$ cat src/rtl/traffic_intersection.sv
// rtl/traffic_intersection.sv - two-road intersection controller with all-red clearance, walk phase and night flash
module traffic_intersection #(
  parameter int GREEN_CYCLES  = 20,
  parameter int YELLOW_CYCLES = 4,
  parameter int ALLRED_CYCLES = 2,
  parameter int WALK_CYCLES   = 8,
  parameter int FLASH_HALF    = 5,
  parameter int CNT_W         = 8
) (
  input  logic       clk,
  input  logic       reset,
  input  logic       ped_req,
  input  logic       flash_mode,
  output logic [2:0] ns_light,
  output logic [2:0] ew_light,
  output logic       ped_walk,
  output logic       ped_pending
);

  typedef enum logic [2:0] {
    ARB, NS_G, NS_Y, ARA, EW_G, EW_Y, WALK, FLASH
  } state_t;

  localparam logic [2:0] RED    = 3'b100;
  localparam logic [2:0] YELLOW = 3'b010;
  localparam logic [2:0] GREEN  = 3'b001;

  localparam logic [CNT_W-1:0] G_LD = CNT_W'(GREEN_CYCLES - 1);
  localparam logic [CNT_W-1:0] Y_LD = CNT_W'(YELLOW_CYCLES - 1);
  localparam logic [CNT_W-1:0] A_LD = CNT_W'(ALLRED_CYCLES - 1);
  localparam logic [CNT_W-1:0] W_LD = CNT_W'(WALK_CYCLES - 1);
  localparam logic [CNT_W-1:0] F_LD = CNT_W'(FLASH_HALF - 1);

  state_t           state, state_n;
  logic [CNT_W-1:0] cnt, cnt_n;
  logic             blink, blink_n;
  logic             from_ara, from_ara_n;
  logic             pend, pend_n;

  function automatic logic [CNT_W-1:0] load_of(state_t st);
    case (st)
      NS_G, EW_G: load_of = G_LD;
      NS_Y, EW_Y: load_of = Y_LD;
      WALK:       load_of = W_LD;
      FLASH:      load_of = F_LD;
      default:    load_of = A_LD;
    endcase
  endfunction

  always_ff @(posedge clk or posedge reset) begin
    if (reset) begin
      state    <= ARB;
      cnt      <= A_LD;
      blink    <= 1'b1;
      from_ara <= 1'b0;
      pend     <= 1'b0;
    end else begin
      state    <= state_n;
      cnt      <= cnt_n;
      blink    <= blink_n;
      from_ara <= from_ara_n;
      pend     <= pend_n;
    end
  end

  always_comb begin
    state_n    = state;
    cnt_n      = cnt - CNT_W'(1);
    blink_n    = blink;
    from_ara_n = from_ara;
    // Requests arriving while the walk is being served are dropped.
    pend_n     = (state == WALK) ? pend : (pend | ped_req);

    if (cnt == '0) begin
      case (state)
        ARB, ARA: begin
          if (flash_mode) begin
            state_n = FLASH;
            blink_n = 1'b1;
          end else if (pend) begin
            state_n    = WALK;
            from_ara_n = (state == ARA);
            pend_n     = 1'b0;
          end else begin
            state_n = (state == ARB) ? NS_G : EW_G;
          end
        end
        NS_G:    state_n = NS_Y;
        NS_Y:    state_n = ARA;
        EW_G:    state_n = EW_Y;
        EW_Y:    state_n = ARB;
        WALK:    state_n = from_ara ? EW_G : NS_G;
        default: begin
          if (flash_mode) begin
            blink_n = ~blink;
          end else begin
            state_n = ARB;
          end
        end
      endcase
      cnt_n = load_of(state_n);
    end
  end

  always_comb begin
    ns_light    = RED;
    ew_light    = RED;
    ped_walk    = 1'b0;
    ped_pending = pend;
    case (state)
      NS_G:  ns_light = GREEN;
      NS_Y:  ns_light = YELLOW;
      EW_G:  ew_light = GREEN;
      EW_Y:  ew_light = YELLOW;
      WALK:  ped_walk = 1'b1;
      FLASH: begin
        ns_light = {1'b0, blink, 1'b0};
        ew_light = {1'b0, blink, 1'b0};
      end
      default: ;
    endcase
  end

endmodule

$ cat config.mk
export PLATFORM = sky130hd
export DESIGN_NAME = traffic_intersection
export DESIGN_NICKNAME = d
export VERILOG_FILES = /design/src/rtl/traffic_intersection.sv
export SDC_FILE = /design/constraint.sdc
export NUM_CORES = 1
export LEC_CHECK = 0
export CAP_MARGIN = 20
export CORE_MARGIN = 2
export CORE_UTILIZATION = 52
export CTS_BUF_LIST = sky130_fd_sc_hd__clkbuf_16
export CTS_CLUSTER_SIZE = 20
export DETAILED_ROUTE_END_ITERATION = 10
export HOLD_SLACK_MARGIN = 0.08
export PLACE_DENSITY = 0.76
export SLEW_MARGIN = 40
export SYNTH_ARGS = -nofsm -noshare
export SYNTH_HDL_FRONTEND = slang
export SYNTH_SLANG_ARGS = --single-unit
export TNS_END_PERCENT = 100
$ cat constraint.sdc
create_clock -name clk -period 2.45 [get_ports clk]
set_input_delay 0.735 -clock clk [delete_from_list [all_inputs] [get_ports clk]]
set_output_delay 0.735 -clock clk [all_outputs]
set_load 0.01 [all_outputs]
==> summary.md, run 1 <==
| Metric | Value |
|---|---|
| Global placer's final weighted congestion | roughly 0.88 |
| RSZ-0062 raised after global routing | no |
| Fmax | around 0.43 GHz |
| Final nets | 124 |
| Routed wire per std cell | ~15 µm |
| Final Hold Viols | 0 |
| Startpoint types | flop |
| Most common cell in the netlist | dfrtp_1 |
| Synth cell count leaders | dfrtp_1, nand2_1, o21ai_0 |
| Cts-stage hold buffer count | 0 |
| All-layer global routing usage | 0.241 |
| Initial Util | 0.567 |
| Yosys warns | 0 |
| WHS Endpoint | blink |
| # clock sinks | 14 |
| Worst slew pin tran | approximately 0.58 ns |
| IO buf count | 11 |
| Fin worst setup slack | around 0.12 ns |
| Synth unique cells | 37 |
| Worst Path Arrival | between 1.5 and 2 ns |
| Die ar. | 2020 µm² |
| Layout area overhead | 27.2% |
| Reg2Reg Capture Point | blink |
| Max clock buf depth | 2 |
| Cell Area, Synth | around 870 µm² |
| Top FF cell, synth | dfrtp_1 |
| Hold Path Depth | 2 |
| Share of the synthesized area in the top cell type | 0.344 |
| DP Worst Slack | around 0.13 ns |
| First-pass GRT wire length | approximately 3.6 mm |
| Num CTS Buffers | 3 |
| DRC | 0 |
| Gr ovfl total | 0 |
| Maxcap violations | 0 |
| Slew headroom | 0.611 |
| Design Power | 1.57 mW |
| Post-Syn Instances | between 100 and 150 |
| Outcome | complete, no violations |
| Tmin final | between 2 and 2.5 ns |
| Pleak | between 0.4 and 0.5 nW |
| DRT Pass-1 Iters | 5 |
| Worst-case reg-to-reg path depth | 6 |
| Ports | 12 |
| Req. time, crit path | about 1.7 ns |
| Vias in the first global route | a little over 800 |
| Skew final | 0.00117 ns |
| Seq/Total Area, Yosys | 0.404 |
| Max IR drop VDD | 0.000881 V |
| Via density | slightly above 6 |
| Final Max Slew Viols | 0 |
| Worst Path Max Fanout | 15 |
| Synth top area cells | dfrtp_1, o21ai_0, dfstp_2, a21oi_1, nand2_1 |
| Diodes inserted | 0 |
| Asr flop ratio synth | 1.00 |
| Mapped Nets | between 100 and 150 |
| Cell area power density | 1410 nW/µm² |
| DR iter-0 viols | 22 |
| H-tree depth | 1 |
| Core Area | 1540 µm² |
| Pin count of the biggest net entering global routing | 19 |
| Share of post-route cells with drive strength above 1 | 0.178 |
| Final wirelength | 2.01 mm |
| Setup_tns | 0 ns |
| FF-to-FF Start | cnt[1] |
| Floorplan die width | roughly 45 µm |
| Initial antenna violation count | 0 |
| Hold Startpoint | blink |
| Syn Area/Cell | 8.48 µm² |
| Post-synth EDFFs | 0 |
| Synthesized flop and latch total | 14 |
| R2r setup slk | 0.38 ns |
| Routed vias | 821 |
| Critical path type | reg -> out |
| Final period util | 0.952 |
| Util after Layout | 0.721 |
| Root buf cell | clkbuf_16 |
| Final HPWL DP | approximately 1.4 mm |
| Crit end category | output pin |
| CTS tree | built |
| Hold WC Path Type | reg -> reg |
| Row count | 14 |
| Setup violations, final | 0 |
| Register clock-pin slew on the reported worst setup and hold paths | about 0.050 ns |
| Latest clock arrival within the worst-skew pair | roughly 0.24 ns |
| Die Span Y | around 45 µm |
| Area leader, netlist | dfrtp_1 |
| ANT nets after route | 0 |
==> critical path: stages (launching register included) <==
cell             delay (ns)
dfrtp_2                0.51
inv_1                  0.09
nor3_1                 0.19
clkdlybuf4s50_1        0.56
==> worst max-delay path by stage <==
| stage | startpoint | end | slack [ns] | cells past startpoint |
|---|---|---|---|---|
| floorplan | state[1] | ns_light[2] | 0.50 | 4 |
| global placement | flash_mode | blink | 0.24 | 5 |
| detailed placement | flash_mode | blink | 0.13 | 5 |
| CTS | state[0] | ns_light[2] | 0.02 | 4 |
| global route | state[2] | ns_light[1] | 0.01 | 4 |
| finish | state[2] | ew_light[0] | 0.12 | 3 |
==> power breakdown <==
| group | switching, mW | total [mW] | internal, mW |
|---|---|---|---|
| clock | 0.0968 | 0.313 | 0.216 |
| sequential | 0.122 | 0.475 | 0.353 |
| combinational | 0.392 | 0.781 | 0.389 |
==> flip-flops by register name, indices dropped and copies added, names as in the netlist <==
name,flops
from_ara,1
blink,1
ped_pending,1
state,3
cnt,8
==> cell type report <==
class	instances	area, µm²
clock buffers	3	75.1
clock inverters	1	3.75
fillers	120	430
inverters	7	26.3
multi-input cells	76	470
flip-flops and latches	14	354
well taps	16	20.0
repair buffers	17	161
==> per-layer routing <==
layer	wire length [µm]	GRT usage
met2	939	0.357
met5	0	0
met4	35	0.0941
met3	124	0.0600
met1	910	0.338
==> cell families (layout without fill, tap and decap cells) <==
group	count (synthesis)	after routing	share of synthesized area
simple gates	39	39	0.259
compound gates	34	34	0.239
flops	14	14	0.404
mux	1	1	0.0115
xor+xnor	1	1	0.0100
fa+ha+maj	1	1	0.0143
buf+inv	13	28	0.0616
==> per-stage QoR <==
step / hold WS, ns / std cells / instance area (µm²)
3_3_place_gp: 0.511 / 129 / 1010
5_1_grt: 0.552 / 134 / 1110
2_1_floorplan: 0.487 / 103 / 873
6_report: 0.528 / 134 / 1110
3_5_place_dp: 0.519 / 129 / 1010
4_1_cts: 0.527 / 133 / 1100
==> cell usage in the layout, fill, tap and decap left out, types with 2 or more instances in the layout <==
cell type | synthesis | final
o21ai_0 | 11 | 11
and2_1 | 2 | 2
dfrtp_1 | 12 | 11
inv_1 | 7 | 7
nor2b_1 | 2 | 2
or4_4 | 2 | 2
clkdlybuf4s50_1 | 0 | 10
a31oi_1 | 4 | 4
o211ai_1 | 2 | 2
clkbuf_16 | 0 | 3
nor3_1 | 3 | 3
a21oi_1 | 9 | 8
nor2_1 | 5 | 5
buf_4 | 1 | 5
a21o_1 | 2 | 2
nand2_1 | 11 | 11
nand3b_1 | 2 | 2
nand3_1 | 2 | 2
or2_2 | 2 | 2
dfstp_2 | 2 | 2
==> what timing repair did <==
action | 4_1_cts | 5_1_grt
buffers inserted | 0 | 1
setup endpoints to repair | 3 | 2
gates resized for setup | 2 | 2
No activity file was read; power rests on OpenSTA's default activity.
==> run 2: changes to the inputs <==
- CORE_MARGIN: 2 -> 5
- CTS_CLUSTER_SIZE: 20 -> unset
- GPL_ROUTABILITY_DRIVEN: unset -> 0
==> summary.md, run 2 (synthesis gave the netlist of run 1 again) <==
| Metric | Value |
|---|---|
| Outcome | complete, no violations (unchanged) |
| Routed wire per std cell | 16.1 µm (was 15.0 µm) |
| Max reg flops | 8 (unchanged) |
| Uppermost layer routed | met4 (unchanged) |
| Met3 Wirelength | 128 µm (was 124 µm) |
| Share of post-route cells with drive strength above 1 | 0.185 (was 0.178) |
| Switch share | 0.397 (was 0.390) |
| Skew final | 0.00155 ns (was 0.00117 ns) |
| Pin count of the biggest net entering global routing | 19 (unchanged) |
| Slew headroom | 0.554 (was 0.611) |
| H-tree depth | 1 (unchanged) |
| DRC | 0 (unchanged) |
| Tmin final | 2.36 ns (was 2.33 ns) |
| Critical path type | reg -> out (unchanged) |
| RSZ-0062 raised after global routing | no (unchanged) |
| Num CTS Buffers | 3 (unchanged) |
| Row count | 14 (unchanged) |
| Gr ovfl total | 0 (unchanged) |
| IO buf count | 11 (unchanged) |
| Worst Path Arrival | 1.63 ns (was 1.60 ns) |
| First-pass GRT wire length | 3.67 mm (was 3.57 mm) |
| Met2 Wirelength | 1.06 mm (was 939 µm) |
| Root buf cell | clkbuf_16 (unchanged) |
| Setup violations, final | 0 (unchanged) |
| R2r setup slk | 0.35 ns (was 0.38 ns) |
| Latest clock arrival within the worst-skew pair | 0.24 ns (about the same) |
| Register bank with the most flops | cnt (unchanged) |
| Part of the power in registers | 0.292 (was 0.303) |
| Maxcap violations | 0 (unchanged) |
| Final HPWL DP | 1.46 mm (was 1.42 mm) |
| Routed vias | 846 (was 821) |
| DRT Pass-1 Iters | 5 (unchanged) |
| Max IR drop VDD | 0.000754 V (was 0.000881 V) |
| Die Span Y | 51.0 µm (was 45.0 µm) |
| Worst Path Max Fanout | 18 (was 15) |
| Int Power | 0.965 mW (was 0.957 mW) |
| # clock sinks | 14 (unchanged) |
| Layout area overhead | 27.7% (was 27.2%) |
| Cell Area, Placed | 1020 µm² (was 1010 µm²) |
| CTS tree | built (unchanged) |
| All-layer global routing usage | 0.190 (was 0.241) |
| Fin worst setup slack | 0.0894 ns (was 0.118 ns) |
| Fmax | 0.424 GHz (was 0.429 GHz) |
| Max clock buf depth | 2 (unchanged) |
| Top flop regs | cnt: 8 flops, state: 3 flops (unchanged) |
| Pleak | 0.490 nW (was 0.487 nW) |
| Register clock-pin slew on the reported worst setup and hold paths | 0.05 ns (about the same) |
| Final period util | 0.964 (was 0.952) |
| Diodes inserted | 0 (unchanged) |
| Logic pwr share | 0.513 (was 0.498) |
| Core Area | 1540 µm² (unchanged) |
| Final Max Slew Viols | 0 (unchanged) |
| DR iter-0 viols | 22 (unchanged) |
| Die ar. | 2600 µm² (was 2020 µm²) |
| Met1 WL | 923 µm (was 910 µm) |
| Startpoint types | flop (unchanged) |
| Floorplan die width | 51.0 µm (was 45.0 µm) |
| Final Hold Viols | 0 (unchanged) |
| Hold WC Path Type | reg -> reg (unchanged) |
| Req. time, crit path | 1.71 ns (about the same) |
| Post-route cell area | 1110 µm² (about the same) |
| DP Worst Slack | 0.115 ns (was 0.133 ns) |
| Vias in the first global route | 779 (was 821) |
| Clk pwr share | 0.195 (was 0.199) |
| Net Sw Power | 0.636 mW (was 0.611 mW) |
| Cell area power density | 1440 nW/µm² (was 1410 nW/µm²) |
| Via density | 6.27 (was 6.13) |
| ANT nets after route | 0 (unchanged) |
| Final wirelength | 2.17 mm (was 2.01 mm) |
| Initial Util | 0.567 (unchanged) |
| Crit end category | output pin (unchanged) |
| Initial antenna violation count | 0 (unchanged) |
| Setup_tns | 0 ns (unchanged) |
| Final nets | 125 (was 124) |
| Ports | 12 (unchanged) |
| Worst slew pin tran | 0.660 ns (was 0.575 ns) |
| Most frequent cells in the layout | nand2_1, o21ai_0, dfrtp_1 (unchanged) |
## run 2: cell types whose count changed in the layout (fill, tap and decap cells not counted)
cell	before	now
buf_4	5	7
buf_6	1	0
## run 2: power by group through the flow
stage,Clock [mW],Sequential [mW],Combinational (mW)
3_5_place_dp,0,0.462,0.790
5_1_grt,0.334,0.486,0.899
6_report,0.312,0.468,0.822
4_1_cts,0.314,0.464,0.810
2_1_floorplan,0,0.431,0.514
3_3_place_gp,0,0.453,0.767
## run 2: through the flow
stage | power (mW) | util | std cells | hold slack, ns
final | 1.60 | 0.723 | 135 | 0.543
after global routing | 1.72 | 0.723 | 135 | 0.572
after CTS | 1.59 | 0.716 | 134 | 0.540
after detailed placement | 1.25 | 0.662 | 130 | 0.519
after global placement | 1.22 | 0.662 | 130 | 0.514
after floorplan | 0.945 | - | 103 | 0.487
## run 2: layout make-up
| cell class | instances | area [µm²] |
|---|---|---|
| multi-input cells | 76 | 470 |
| fillers | 113 | 427 |
| flip-flops and latches | 14 | 354 |
| repair buffers | 18 | 165 |
| clock buffers | 3 | 75.1 |
| inverters | 7 | 26.3 |
| well taps | 16 | 20.0 |
| clock inverters | 1 | 3.75 |
## run 2: layer usage
metal | GRT usage | up-vias
met3 | 0.0378 | 6
met5 | 0 | -
li1 | - | 403
met4 | 0.102 | 0
met1 | 0.237 | 401
met2 | 0.306 | 36
## run 2: final timing paths
| path | start | to | cells after the start |
|---|---|---|---|
| setup / recovery | state[1] | ns_light[0] | 3 |
| hold reg to reg | cnt[7] | cnt[7] | 1 |
| max in group asynchronous | reset | state[2] | 2 |
| min in group asynchronous | reset | state[0] | 2 |
| hold / removal | cnt[7] | cnt[7] | 1 |
| setup reg to reg | cnt[1] | from_ara | 6 |
## run 2: repair_timing
item / in CTS / in global routing
pin swaps: 0 / 0
gates resized for setup: 1 / 2
setup buffers: 0 / 1
hold buffers: 0 / 0
setup endpoints to repair: 1 / 4
cloned: 0 / 0
## run 2: worst max-delay path, stage by stage, from the launching register on
cell and delay, ns:
dfrtp_1 0.37, buf_4 0.19, nor3b_1 0.23, clkdlybuf4s50_1 0.58
==> run 3: changes to the inputs <==
- SLEW_MARGIN: 40 -> 20
==> results of run 3 <==
Same layout as run 2: the final DEF is identical, and so are final timing and power.
